File: config.mk
export PLATFORM = sky130hd
export DESIGN_NAME = cnn_conv_datapath
export DESIGN_NICKNAME = d
export VERILOG_FILES = /design/src/rtl/cnn_conv_datapath_pkg.sv /design/src/rtl/cnn_conv_datapath_tap_addr.sv /design/src/rtl/cnn_conv_datapath.sv
export SDC_FILE = /design/constraint.sdc
export NUM_CORES = 1
export LEC_CHECK = 0
export CAP_MARGIN = 10
export CORE_MARGIN = 2
export CORE_UTILIZATION = 60
export CTS_CLUSTER_SIZE = 14
export DETAILED_ROUTE_END_ITERATION = 8
export GPL_TIMING_DRIVEN = 0
export PLACE_DENSITY = 0.83
export RECOVER_POWER = 100
export SETUP_SLACK_MARGIN = 0.3
export SYNTH_ARGS = -nofsm -noshare
export SYNTH_HDL_FRONTEND = slang
export SYNTH_SLANG_ARGS = --single-unit
File: constraint.sdc
create_clock -name clk -period 10.4 [get_ports clk]
set_input_delay 2.08 -clock clk [delete_from_list [all_inputs] [get_ports clk]]
set_output_delay 2.08 -clock clk [all_outputs]
set_load 0.01 [all_outputs]
File: src/rtl/cnn_conv_datapath_pkg.sv
// Shared constants and sideband types for the convolution datapath.
// Tap indices are row-major over a 3x3 window; pixels are unsigned 8-bit.
package cnn_conv_datapath_pkg;

   localparam int TAP_LAST   = 8;
   localparam int TAP_CENTER = 4;
   localparam int DEF_W_ACC  = 24;
   localparam int PIX_MAX    = 255;

   // Per-tap sideband carried alongside the SRAM access.
   typedef struct packed {
      logic              valid;
      logic              pad;
      logic              first;
      logic              last;
      logic              end_frame;
      logic signed [7:0] w;
   } tap_sb_t;

   // Window row (0..2) of a 3x3 tap index.
   function automatic logic [1:0] tap_row(input logic [3:0] idx);
      if (idx < 4'd3)      return 2'd0;
      else if (idx < 4'd6) return 2'd1;
      else                 return 2'd2;
   endfunction

endpackage

File: src/rtl/cnn_conv_datapath_tap_addr.sv
// Combinational decode of (row, col, tap) into neighbour address and pad flag.
// Neighbour coordinates are signed so that the -1 offsets at the borders are detectable.
module cnn_tap_addr
   import cnn_conv_datapath_pkg::*;
#(
   parameter int W_SIZE = 12,
   parameter int W_ADDR = 24
) (
   input  logic [W_SIZE-1:0] row_i,
   input  logic [W_SIZE-1:0] col_i,
   input  logic [3:0]        pix_idx_i,
   input  logic              is_conv3x3_i,
   input  logic [W_SIZE-1:0] width_i,
   input  logic [W_SIZE-1:0] height_i,
   output logic [W_ADDR-1:0] addr_o,
   output logic              pad_o,
   output logic              first_o,
   output logic              last_o,
   output logic [3:0]        tap_o
);

   logic [1:0]          dr_idx;
   logic [3:0]          dc_full;
   logic signed [2:0]   dr_off;
   logic signed [2:0]   dc_off;
   logic signed [W_SIZE:0] r_s;
   logic signed [W_SIZE:0] c_s;
   logic [W_SIZE-1:0]   r_u;
   logic [W_SIZE-1:0]   c_u;

   always_comb begin
      dr_idx  = tap_row(pix_idx_i);
      dc_full = pix_idx_i - 4'({dr_idx, 1'b0}) - 4'(dr_idx);
      dr_off  = $signed({1'b0, dr_idx}) - 3'sd1;
      dc_off  = $signed({1'b0, dc_full[1:0]}) - 3'sd1;
      if (is_conv3x3_i) begin
         r_s     = $signed({1'b0, row_i}) + $signed({{(W_SIZE-2){dr_off[2]}}, dr_off});
         c_s     = $signed({1'b0, col_i}) + $signed({{(W_SIZE-2){dc_off[2]}}, dc_off});
         pad_o   = (r_s < 0) || (c_s < 0) ||
                   (r_s >= $signed({1'b0, height_i})) || (c_s >= $signed({1'b0, width_i}));
         first_o = (pix_idx_i == 4'd0);
         last_o  = (pix_idx_i == 4'(TAP_LAST));
         tap_o   = pix_idx_i;
      end else begin
         r_s     = $signed({1'b0, row_i});
         c_s     = $signed({1'b0, col_i});
         pad_o   = 1'b0;
         first_o = 1'b1;
         last_o  = 1'b1;
         tap_o   = 4'(TAP_CENTER);
      end
      r_u    = r_s[W_SIZE-1:0];
      c_u    = c_s[W_SIZE-1:0];
      addr_o = pad_o ? '0 : (W_ADDR'(r_u) * W_ADDR'(width_i) + W_ADDR'(c_u));
   end

endmodule

File: src/rtl/cnn_conv_datapath.sv
// Three-stage tap pipeline: address/weight select, SRAM access, MAC + output clamp.
// A pixel's result leaves three cycles after its last tap; no backpressure anywhere.
module cnn_conv_datapath
   import cnn_conv_datapath_pkg::*;
#(
   parameter int W_SIZE = 12,
   parameter int W_ADDR = 24,
   parameter int W_ACC  = DEF_W_ACC
) (
   input  logic              clk,
   input  logic              rst,
   input  logic              i_ctrl_data_run,
   input  logic [W_SIZE-1:0] i_row,
   input  logic [W_SIZE-1:0] i_col,
   input  logic [3:0]        i_pix_idx,
   input  logic              i_end_frame,
   input  logic              q_is_conv3x3,
   input  logic [W_SIZE-1:0] q_width,
   input  logic [W_SIZE-1:0] q_height,
   input  logic [71:0]       q_weight,
   input  logic [15:0]       q_bias,
   input  logic [3:0]        q_shift,
   output logic              o_rd_en,
   output logic [W_ADDR-1:0] o_rd_addr,
   input  logic [7:0]        i_rd_data,
   output logic              o_wr_en,
   output logic [W_ADDR-1:0] o_wr_addr,
   output logic [7:0]        o_wr_data,
   output logic              o_frame_done
);

   logic [W_ADDR-1:0] tap_addr;
   logic              tap_pad;
   logic              tap_first;
   logic              tap_last;
   logic [3:0]        tap_sel;
   logic signed [7:0] w_sel;
   logic [W_ADDR-1:0] pix_addr;

   cnn_tap_addr #(
      .W_SIZE (W_SIZE),
      .W_ADDR (W_ADDR)
   ) u_tap_addr (
      .row_i        (i_row),
      .col_i        (i_col),
      .pix_idx_i    (i_pix_idx),
      .is_conv3x3_i (q_is_conv3x3),
      .width_i      (q_width),
      .height_i     (q_height),
      .addr_o       (tap_addr),
      .pad_o        (tap_pad),
      .first_o      (tap_first),
      .last_o       (tap_last),
      .tap_o        (tap_sel)
   );

   always_comb begin
      w_sel = '0;
      for (int k = 0; k <= TAP_LAST; k++) begin
         if (tap_sel == 4'(k)) w_sel = $signed(q_weight[8*k +: 8]);
      end
      pix_addr = W_ADDR'(i_row) * W_ADDR'(q_width) + W_ADDR'(i_col);
   end

   // Stage A: read request plus sideband for the tap.
   tap_sb_t           a_q;
   logic [W_ADDR-1:0] a_addr_q;
   logic              rd_en_q;
   logic [W_ADDR-1:0] rd_addr_q;

   always_ff @(posedge clk or posedge rst) begin
      if (rst) begin
         a_q       <= '0;
         a_addr_q  <= '0;
         rd_en_q   <= 1'b0;
         rd_addr_q <= '0;
      end else begin
         a_q.valid <= i_ctrl_data_run;
         rd_en_q   <= i_ctrl_data_run & ~tap_pad;
         if (i_ctrl_data_run) begin
            a_q.pad       <= tap_pad;
            a_q.first     <= tap_first;
            a_q.last      <= tap_last;
            a_q.end_frame <= i_end_frame;
            a_q.w         <= w_sel;
            a_addr_q      <= pix_addr;
            rd_addr_q     <= tap_addr;
         end
      end
   end

   // Stage B: sideband waits one cycle for the SRAM data.
   tap_sb_t           b_q;
   logic [W_ADDR-1:0] b_addr_q;

   always_ff @(posedge clk or posedge rst) begin
      if (rst) begin
         b_q      <= '0;
         b_addr_q <= '0;
      end else begin
         b_q      <= a_q;
         b_addr_q <= a_addr_q;
      end
   end

   // Stage C: multiply-accumulate; the first tap reloads with the bias.
   logic [7:0]              pix;
   logic signed [16:0]      prod;
   logic signed [W_ACC-1:0] prod_ext;
   logic signed [W_ACC-1:0] bias_ext;
   logic signed [W_ACC-1:0] acc_q;
   logic signed [W_ACC-1:0] acc_d;
   logic signed [W_ACC-1:0] shifted;
   logic [7:0]              clamp_pix;

   always_comb begin
      pix      = b_q.pad ? 8'd0 : i_rd_data;
      prod     = $signed({1'b0, pix}) * b_q.w;
      prod_ext = {{(W_ACC-17){prod[16]}}, prod};
      bias_ext = {{(W_ACC-16){q_bias[15]}}, q_bias};
      acc_d    = b_q.first ? (prod_ext + bias_ext) : (acc_q + prod_ext);
      shifted  = acc_d >>> q_shift;
      if (shifted < 0)                               clamp_pix = 8'd0;
      else if (shifted > $signed(W_ACC'(PIX_MAX)))   clamp_pix = 8'(PIX_MAX);
      else                                           clamp_pix = shifted[7:0];
   end

   logic              wr_en_q;
   logic [W_ADDR-1:0] wr_addr_q;
   logic [7:0]        wr_data_q;
   logic              frame_done_q;

   always_ff @(posedge clk or posedge rst) begin
      if (rst) begin
         acc_q        <= '0;
         wr_en_q      <= 1'b0;
         wr_addr_q    <= '0;
         wr_data_q    <= '0;
         frame_done_q <= 1'b0;
      end else begin
         if (b_q.valid) acc_q <= acc_d;
         wr_en_q      <= b_q.valid & b_q.last;
         frame_done_q <= b_q.valid & b_q.last & b_q.end_frame;
         if (b_q.valid & b_q.last) begin
            wr_addr_q <= b_addr_q;
            wr_data_q <= clamp_pix;
         end
      end
   end

   assign o_rd_en      = rd_en_q;
   assign o_rd_addr    = rd_addr_q;
   assign o_wr_en      = wr_en_q;
   assign o_wr_addr    = wr_addr_q;
   assign o_wr_data    = wr_data_q;
   assign o_frame_done = frame_done_q;

endmodule

==> results.cfg, run 1 <==
[floorplanning]
row_count = 72
die_w_um = 201
fp.coreArea_um2 = 38500
io-pin-count = 216
initial_core_util_pct = 60.5
dieArea_um2 = 40400
die_y_um = 201

[timing]
skew_ns = 0.00992
period_share_pct = 95.9
setup_viol = 0
finalCriticalPeriod_ns = 9.97
finalHoldViolCount = 0
tightest_slew_ns = 5.37
max_freq_mhz = 100
whs_ns = 0.360
rsz0062_at_grt = no
relSlewSlack_pct = -258
worst_slack_ns = 0.425
finalMaxSlewViolations = 160

[detailed_routing]
routed_wl_um = 68200
routedWlPerCell_um = 20.1
vias = 20400
drtPass1Iterations = 7
drt_iter0_markers = 1537
ant_nets = 0
remaining_drc_errors = 0
via_per_inst = 6.00

[flow_run]
max_cap_violations = 2

[outcome]
violations = max-capacitance violations, max-slew violations
status = finished, violations left

[finish]
final_common_cell = inv_1
fill_cells = 3014
drive_gt1_share_pct = 7.13
finish.net_count = 3556
multi_input_area_um2 = 17800
most-common-layout-cells = 384 x inv_1, 354 x nand2_1, 269 x ha_1
utilization_pct = 70.5
design_area_um2 = 27100
seqCellArea_um2 = 3930
syn_to_final_growth_pct = 16.5

[setup_path]
crit_top_cell = fa_1
slowest_stage = dlygate4sd3_1
cp_data_required_time_ns = 10.72
crit_type = input port to register
cpPeakStageDelay_ns = 0.55
cp-end-kind = register
rrSetupSlack_ns = 1.79
critical_path_arrival_ns = 10.29
cp_max_fo = 8
regToRegEndpoint = o_wr_data[4]
startpoint_type = input port
rr_startpoint = b_q[11]
rr_worst_depth = 31

[clock_tree]
cts_root_buffer = clkbuf_16
clock_latency_ns = 0.46
cts_buffers = 17
clk_path_buf_depth = 2
cts.reportedPaths.clkPinSlew_ns = 0.07
htree_num_levels = 4
cts_tree = built
clock_sinks = 157

[place]
dp_hpwl_um = 55300
gp_congestion = 1.01
port_buffers = 206
placed_area_um2 = 26000
pre_cts_ws_ns = -1.19

[global_route]
overflow = 0
grt_use_total_pct = 34.1
grt_pass1_vias = 21400
grt_pass1_wl_um = 109000
antenna_found_initial = 4
grt_max_degree = 106

[yosys]
synthFlopType = dfrtp_1
synthTopCellsByArea = fa_1 23%, dfrtp_1 17%, ha_1 15%, inv_1 6.2%, nand2_1 5.7%
avgSynthCellArea_um2 = 8.91
ys_seq_area_share_pct = 16.9
synthCells = 2614
yosysTopAreaCellShare_pct = 22.6
synth_seq_cells = 157
synthArstFlopShare_pct = 100
synth-edff-count = 0
syn_area_um2 = 23300
syn_nets = 3308
yosys.area.top_type = fa_1
synth_cell_types = 94
synth_warnings = 0

[hold_path]
hold_path_startpoint = a_q[12]
whs_path_depth = 0
hold_class = register to register
holdPathEnd = b_q[12]
## worst max-delay path, delay by kind of cell
kind / cells / cell delay (ns)
AOI/OAI and AO/OA: 12 / 2.76
adders and majority gates: 6 / 2.62
and+or+nand+nor: 5 / 1.25
buffers and inverters: 7 / 1.23
xor gates and xnor gates: 2 / 0.34
## per-stage QoR
step	TNS [ns]	cells
detailed placement	-16.25	3339
global route	0	3396
global placement	-13.15	3338
floorplan	0	2614
CTS	0	3378
finish	0	3397
## Yosys cell counts, drive strengths merged (5+ instances only)
library cell,instances
nor4,5
nand2b,25
nand4,5
nand3,40
nor2b,22
inv,387
or2,10
a21o,42
a21oi,123
nand4b,11
xor2,28
a31o,5
or3,9
mux4,7
mux2i,25
o22ai,6
o311ai,6
nor2,125
o31a,5
a41oi,5
mux2,59
xnor2,68
a22oi,11
o211ai,14
o221a,5
o31ai,13
o21bai,12
ha,274
a211oi,28
o21a,16
o21ai,59
nor3,30
buf,10
and2,110
a221oi,8
o221ai,7
a22o,26
nand2,354
a2111oi,8
and3,10
a31oi,23
fa,263
clkbuf,102
dfrtp,157
## state kept, by name, summed over array words and instances, names as in the netlist, 8 cells and up
signal and flops:
o_wr_addr 24, a_q 13, o_rd_addr 24, acc_q 24, o_wr_data 8, b_q 13, a_addr_q 24, b_addr_q 24
## cells by family after synthesis
kind of cell	synth area share (%)
buf+inv	8.09
simple gates	15.5
compound gates	13.9
flops	16.9
mux	4.60
fa+ha+maj	37.3
xor+xnor	3.71
## per-layer routing
layer	vias up	part of all wire, %	routed length (µm)	global-route usage (%)
li1	9205	-	-	-
met1	10100	38	26000	41.1
met2	824	50	34000	59.0
met3	223	6.4	4390	5.02
met4	2	5.6	3850	18.5
met5	-	0.019	13	0
## repair_timing
action / 4_1_cts / 5_1_grt
pin swaps: 10 / 17
hold buffers: 0 / 0
setup buffers: 7 / 15
resized for setup: 46 / 52
setup endpoints to repair: 19 / 15
## worst max path at each step
| stage | end | from | depth (start not counted) | slack, ns |
|---|---|---|---|---|
| 2_1_floorplan | o_rd_addr[22] | i_pix_idx[0] | 36 | 0.40 |
| 3_5_place_dp | o_rd_addr[22] | i_pix_idx[1] | 34 | -1.19 |
| 3_3_place_gp | o_rd_addr[22] | i_pix_idx[1] | 35 | -1.07 |
| 6_report | o_wr_data[4] | i_rd_data[4] | 32 | 0.43 |
| 5_1_grt | o_wr_data[4] | i_rd_data[4] | 32 | 0.13 |
| 4_1_cts | o_rd_addr[22] | i_pix_idx[1] | 36 | 0.20 |
## final cells by class
class | count | area share, %
Clock buffer | 20 | 1.68
Sequential cell | 157 | 14.5
Buffer | 112 | 1.74
Inverter | 390 | 5.42
Timing Repair Buffer | 229 | 8.25
Multi-Input combinational cell | 1955 | 65.4
Antenna cell | 4 | 0.0369
Clock inverter | 12 | 0.558
Tap cell | 518 | 2.39
Power of run 1 is left out: the tool's default activity adds up to more than one toggle a clock period on the data nets, which glitch-free logic cannot reach.
==> inputs of run 2 (changes only) <==
--- a/config.mk
+++ b/config.mk
@@ -5,7 +5,6 @@
 export SDC_FILE = /design/constraint.sdc
 export NUM_CORES = 1
 export LEC_CHECK = 0
-export CAP_MARGIN = 10
 export CORE_MARGIN = 2
 export CORE_UTILIZATION = 60
 export CTS_CLUSTER_SIZE = 14
==> constraint.sdc (replaced) <==
create_clock -name clk -period 10.4 [get_ports clk]
set_input_delay 1.56 -clock clk [delete_from_list [all_inputs] [get_ports clk]]
set_output_delay 1.56 -clock clk [all_outputs]
set_load 0.01 [all_outputs]
==> results.cfg, run 2 (synthesis results as in run 1) <==
[clock_tree]
cts.reportedPaths.clkPinSlew_ns = 0.07
cts_root_buffer = clkbuf_16
htree_num_levels = 4
hold_buffers = 0
clock_sinks = 157
cts_buffers = 17
cts_tree = built
clock_latency_ns = 0.48
clk_path_buf_depth = 2

[setup_path]
startpoint_type = input port
cpPeakStageDelay_ns = 0.59
cp-end-kind = register
critPathBufInv = 5
cp_data_required_time_ns = 10.76
crit_type = input port to register
rrSetupSlack_ns = 1.70
path_delay_family = adder cells
critical_path_arrival_ns = 10.30
slowest_stage = dlygate4sd3_1
cp_max_fo = 10
crit_top_cell = fa_1

[timing]
finalCriticalPeriod_ns = 9.93
period_share_pct = 95.5
finalHoldViolCount = 0
setup_viol = 0
skew_ns = 0.0206
relSlewSlack_pct = -253
rsz0062_at_grt = yes
fin_tns_setup_ns = 0
tightest_slew_ns = 5.30
max_freq_mhz = 101
finalMaxSlewViolations = 160
whs_ns = 0.374

[finish]
final_common_cell = inv_1
design_area_um2 = 26800
drive_gt1_share_pct = 5.89
finish.net_count = 3536
utilization_pct = 69.6
syn_to_final_growth_pct = 14.9
most-common-layout-cells = 385 x inv_1, 354 x nand2_1, 271 x ha_1

[flow_run]
max_cap_violations = 2

[global_route]
antenna_found_initial = 7
grt_pass1_wl_um = 108000
grt_use_total_pct = 34.0
overflow = 0
grt_max_degree = 106
grt_pass1_vias = 21100

[floorplanning]
initial_core_util_pct = 60.5
row_count = 72
dieArea_um2 = 40400
die_w_um = 201
fp.coreArea_um2 = 38500
io-pin-count = 216
die_y_um = 201

[detailed_routing]
routed_wl_um = 66900
drtPass1Iterations = 6
remaining_drc_errors = 0
routedWlPerCell_um = 19.8
vias = 20100
drt_iter0_markers = 1440
via_per_inst = 5.96
ant_nets = 0

[place]
port_buffers = 206
placed_area_um2 = 26000
dp_hpwl_um = 54800
gp_congestion = 0.975

[hold_path]
hold_class = register to register

[outcome]
status = finished, violations left
violations = max-capacitance violations, max-slew violations
run 2: repair_timing:
item                       4_1_cts  5_1_grt
gates resized for setup         15       37
setup endpoints to repair       15       14
setup buffers                    0        2
pin swaps                        0        5
run 2: through the flow:
step,setup WS [ns],cells
after global routing,0.104,3376
after floorplan,0.620,2614
after detailed placement,-0.966,3339
after global placement,-0.732,3338
after CTS,0.261,3370
final,0.466,3377
run 2: path summary, 6_finish.rpt:
| path | startpoint | endpoint | depth (start not counted) |
|---|---|---|---|
| min in group asynchronous | rst | o_rd_addr[23] | 2 |
| max in group asynchronous | rst | a_addr_q[18] | 3 |
| max reg2reg | b_q[11] | o_wr_data[5] | 28 |
| min | a_addr_q[16] | b_addr_q[16] | 0 |
| min reg2reg | a_addr_q[16] | b_addr_q[16] | 0 |
| max | i_pix_idx[1] | o_rd_addr[22] | 35 |
run 2: per-layer routing:
layer	track usage (%)	wire [µm]	vias up
met1	41.6	26100	9956
met5	0	0	-
met2	58.2	33000	773
met4	18.8	3890	0
met3	4.81	3950	234
li1	-	-	9163
run 2: layout make-up:
type,count,area [µm²]
Multi-Input combinational cell,1955,17600
Fill cell,3071,11700
Sequential cell,157,3930
Timing Repair Buffer,209,2080
Inverter,390,1470
Tap cell,518,648
Buffer,112,442
Clock buffer,18,439
Clock inverter,13,128
Antenna cell,5,12.5
Power of run 2 is left out for the same reason.
